**src/rtl/scs8hd_dlxtn_wrctl.sv**
```systemverilog
// rtl/scs8hd_dlxtn_wrctl.sv - latch-safe write sequencer for a dlxtn-style latch bank
module scs8hd_dlxtn_wrctl #(
    parameter int WIDTH     = 8,
    parameter int SETUP_CYC = 1,
    parameter int PULSE_CYC = 2,
    parameter int HOLD_CYC  = 1
) (
    input  logic             CLK,
    input  logic             RESETB,
    input  logic             REQ,
    input  logic [WIDTH-1:0] WDATA,
    output logic             BUSY,
    output logic             ACK,
    output logic             MISMATCH,
    output logic [WIDTH-1:0] D,
    output logic             GATEN,
    input  logic [WIDTH-1:0] Q_FB
);

    // Longest phase sets the counter width; the counter only counts down
    // to zero and is reloaded on every state change, so it never wraps.
    localparam int MAX_SP  = (SETUP_CYC > PULSE_CYC) ? SETUP_CYC : PULSE_CYC;
    localparam int MAX_CYC = (MAX_SP > HOLD_CYC) ? MAX_SP : HOLD_CYC;
    localparam int CW      = (MAX_CYC < 1) ? 1 : $clog2(MAX_CYC + 1);

    localparam logic [CW-1:0] SETUP_LD = CW'(SETUP_CYC - 1);
    localparam logic [CW-1:0] PULSE_LD = CW'(PULSE_CYC - 1);
    localparam logic [CW-1:0] HOLD_LD  = CW'(HOLD_CYC - 1);

    localparam logic [2:0] ST_IDLE  = 3'd0;
    localparam logic [2:0] ST_SETUP = 3'd1;
    localparam logic [2:0] ST_OPEN  = 3'd2;
    localparam logic [2:0] ST_HOLD  = 3'd3;
    localparam logic [2:0] ST_CHECK = 3'd4;

    // A zero-length phase would break the latch timing guarantees outright.
    generate
        if (SETUP_CYC < 1 || PULSE_CYC < 1 || HOLD_CYC < 1) begin : g_bad_param
            $error("scs8hd_dlxtn_wrctl: SETUP_CYC, PULSE_CYC and HOLD_CYC must all be >= 1");
        end
    endgenerate

    logic [2:0]    state;
    logic [CW-1:0] cnt;

    // Sequencer: every output is a register, updated alongside the state.
    always_ff @(posedge CLK) begin
        if (!RESETB) begin
            state    <= ST_IDLE;
            cnt      <= '0;
            D        <= '0;
            GATEN    <= 1'b1;
            BUSY     <= 1'b0;
            ACK      <= 1'b0;
            MISMATCH <= 1'b0;
        end else begin
            ACK <= 1'b0;
            case (state)
                ST_IDLE: begin
                    GATEN <= 1'b1;
                    if (REQ) begin
                        D        <= WDATA;
                        MISMATCH <= 1'b0;
                        cnt      <= SETUP_LD;
                        BUSY     <= 1'b1;
                        state    <= ST_SETUP;
                    end
                end
                ST_SETUP: begin
                    if (cnt == '0) begin
                        GATEN <= 1'b0;
                        cnt   <= PULSE_LD;
                        state <= ST_OPEN;
                    end else begin
                        cnt <= cnt - 1'b1;
                    end
                end
                ST_OPEN: begin
                    if (cnt == '0) begin
                        GATEN <= 1'b1;
                        cnt   <= HOLD_LD;
                        state <= ST_HOLD;
                    end else begin
                        cnt <= cnt - 1'b1;
                    end
                end
                ST_HOLD: begin
                    if (cnt == '0) begin
                        ACK   <= 1'b1;
                        cnt   <= '0;
                        state <= ST_CHECK;
                    end else begin
                        cnt <= cnt - 1'b1;
                    end
                end
                ST_CHECK: begin
                    // Unknown bits on the readback are treated as a failed write.
                    MISMATCH <= (Q_FB !== D);
                    BUSY     <= 1'b0;
                    cnt      <= '0;
                    state    <= ST_IDLE;
                end
                default: begin
                    GATEN <= 1'b1;
                    BUSY  <= 1'b0;
                    cnt   <= '0;
                    state <= ST_IDLE;
                end
            endcase
        end
    end

endmodule
```
**config.mk**
```make
export PLATFORM = sky130hd
export DESIGN_NAME = scs8hd_dlxtn_wrctl
export DESIGN_NICKNAME = d
export VERILOG_FILES = /design/src/rtl/scs8hd_dlxtn_wrctl.sv
export SDC_FILE = /design/constraint.sdc
export NUM_CORES = 1
export LEC_CHECK = 0
export ABC_CLOCK_PERIOD_IN_PS = 2500
export BUFFER_PORTS_ARGS = -buffer_cell sky130_fd_sc_hd__buf_2
export CELL_PAD_IN_SITES_DETAIL_PLACEMENT = 0
export CELL_PAD_IN_SITES_GLOBAL_PLACEMENT = 2
export CORE_ASPECT_RATIO = 0.9
export CORE_MARGIN = 2
export CORE_UTILIZATION = 25
export DETAILED_ROUTE_END_ITERATION = 8
export PLACE_DENSITY = 0.71
export REMOVE_ABC_BUFFERS = 1
export SYNTH_ARGS = -nofsm -noshare
export SYNTH_HDL_FRONTEND = slang
export SYNTH_SLANG_ARGS = --single-unit
```
**constraint.sdc**
```tcl
create_clock -name CLK -period 2.5 [get_ports CLK]
set_input_delay 0 -clock CLK [delete_from_list [all_inputs] [get_ports CLK]]
set_output_delay 0 -clock CLK [all_outputs]
set_load 0.005 [all_outputs]
```
==> metrics.yaml <==
maxSlewViolCount: 0
die_area_um2: 3730
final.period_utilization: 0.548
seq_area_um2: 340
die_width_um: 64.2
path_clk_slew_ns: 0.11
num_io_pins: 31
drtPass1Iterations: 4
grt_pass1_wl_um: 3090
grt_pass1_vias: 712
p_leak_uw: 0.000461
fin_crit_ns: 1.37
syn_area_um2: 815
antenna_left: 0
outcome: "complete, no violations"
cp.arrival_ns: 1.62
antenna_found_initial: 0
clockRootBuffer: "clkbuf_4"
ir_worst_vdd_mv: 0.414
multi_input_area_um2: 432
rsz0062_at_grt: "no"
clock_skew_ns: 0.0122
clock_path_buffers: 2
hold_viol_final: 0
p_per_area_nw_per_um2: 622
maxCapViolCount: 0
crit_type: "reg -> reg"
finalSetupViolCount: 0
power.total_uw: 687
netlist_instances: 91
layout_common_cells: "buf_2, dfxtp_1, nand2_1"
nets: 150
fillers: 348
wl_per_cell_um: 10.4
cts_resized: 0
std_cell_rows: 19
grt_max_degree: 12
diodes: 0
cts_htree_levels: 1
fmax_mhz: 731
cts_buffers: 3
clk_latency_ns: 0.31
portBuffers: 30
path_max_fanout: 10
end_kind: "register"
cts-hold-fix-buffers: 9
avgSynthCellArea_um2: 8.95
drive_gt1_frac: 0.338
slew_headroom: 0.741
ys_ff_latch: 17
coreArea_um2: 3090
layout_commonest_cell: "buf_2"
place_hpwl_um: 1310
viasPerCell: 4.26
gp_congestion: 0.761
seq_area_frac_synth: 0.418
required_ns: 2.75
cts_tree: "built"
drt_iter0_markers: 10
clock_sinks: 17
dieHeight_um: 58.2
post-cts-setup-buffers: 0
gr-total-overflow: 0
setup_tns_ns: 0
ys_warn_count: 0
critPathLaunchType: "register"
drc_errors: 0
grt.total_usage: 0.105
syn2layout_area_growth_pct: 35.5
synth_cell_type_count: 28
vias: 732
worst_pin_slew_ns: 0.387
wl_um: 1790
hp-class: "in -> reg"
start_util: 0.264
## worst paths after layout
path                         startpoint             endpoint  slack [ns]  cells past startpoint
setup / recovery  state[1]$_SDFFE_PN0P_    D[6]$_SDFFE_PN0P_        1.13                      4
hold / removal                      REQ  cnt[0]$_SDFFE_PN0N_        0.06                      4
setup reg to reg  state[1]$_SDFFE_PN0P_    D[6]$_SDFFE_PN0P_        1.13                      4
hold reg to reg       BUSY$_SDFFE_PN0P_    BUSY$_SDFFE_PN0P_        0.48                      2
## per-stage QoR
step | hold WS [ns] | instance area [um^2] | util | cells | worst slack (ns)
after global routing | 0.0698 | 1100 | 0.357 | 172 | 0.983
after global placement | 0.248 | 986 | 0.319 | 159 | 1.18
final | 0.0630 | 1100 | 0.357 | 172 | 1.13
after floorplan | 0.0619 | 783 | - | 87 | 1.35
after detailed placement | 0.249 | 986 | 0.319 | 159 | 1.13
after CTS | 0.0564 | 1100 | 0.357 | 172 | 1.13
## routing by layer
| metal | track usage | up-vias | share of wire |
|---|---|---|---|
| met5 | 0 | - | 0 |
| met4 | 0.0182 | 0 | 0.0050 |
| met3 | 0.0388 | 2 | 0.091 |
| met2 | 0.177 | 28 | 0.43 |
| met1 | 0.132 | 320 | 0.47 |
| li1 | - | 382 | - |
## power by group
group	switching, uW	total (uW)	internal, uW
combinational	92.4	189	97.0
clock	97.4	157	59.7
sequential	38.5	340	302
## registers in the layout (all words and copies together), names as in the netlist
register / count
ACK: 1
BUSY: 1
D: 8
GATEN: 1
MISMATCH: 1
cnt: 2
state: 3
## cells in the mapped netlist, drive strengths merged
| cell type | count | share of area |
|---|---|---|
| nand2 | 18 | 0.086 |
| dfxtp | 17 | 0.42 |
| nor2 | 10 | 0.046 |
| a21boi | 8 | 0.11 |
| xnor2 | 8 | 0.086 |
| buf | 3 | 0.034 |
| inv | 3 | 0.014 |
| nor4 | 3 | 0.023 |
| a21oi | 2 | 0.012 |
| nand2b | 2 | 0.015 |
| nor3 | 2 | 0.012 |
| a22oi | 1 | 0.0092 |
| and2b | 1 | 0.0092 |
| and3b | 1 | 0.011 |
| clkbuf | 1 | 0.0046 |
| mux2i | 1 | 0.012 |
| nand3 | 1 | 0.0061 |
| nand4 | 1 | 0.0077 |
| nor2b | 1 | 0.0077 |
| nor3b | 1 | 0.023 |
| nor4b | 1 | 0.011 |
| o21ai | 1 | 0.0061 |
| o22ai | 1 | 0.0077 |
| o31ai | 1 | 0.0092 |
| or2 | 1 | 0.0077 |
| xor2 | 1 | 0.011 |
## logic make-up after synthesis
family,synth area share
xor gates and xnor gates,0.0968
buffers and inverters,0.0522
DFF,0.418
muxes,0.0123
AOI/OAI and AO/OA,0.155
and+or+nand+nor,0.266
## critical path, cell delays in order, from the launching register on
cell      delay [ns]
dfxtp_1         0.44
nor3b_4         0.31
and2b_1         0.35
nand2_1         0.11
a21boi_2        0.12
## cell type report
class | instances | share of cell area
Timing Repair Buffer | 39 | 0.218
Inverter | 3 | 0.0102
Multi-Input combinational cell | 67 | 0.391
Sequential cell | 17 | 0.308
Tap cell | 42 | 0.0476
Clock inverter | 1 | 0.00454
Clock buffer | 3 | 0.0204
Power figures use the tool's default switching activity.
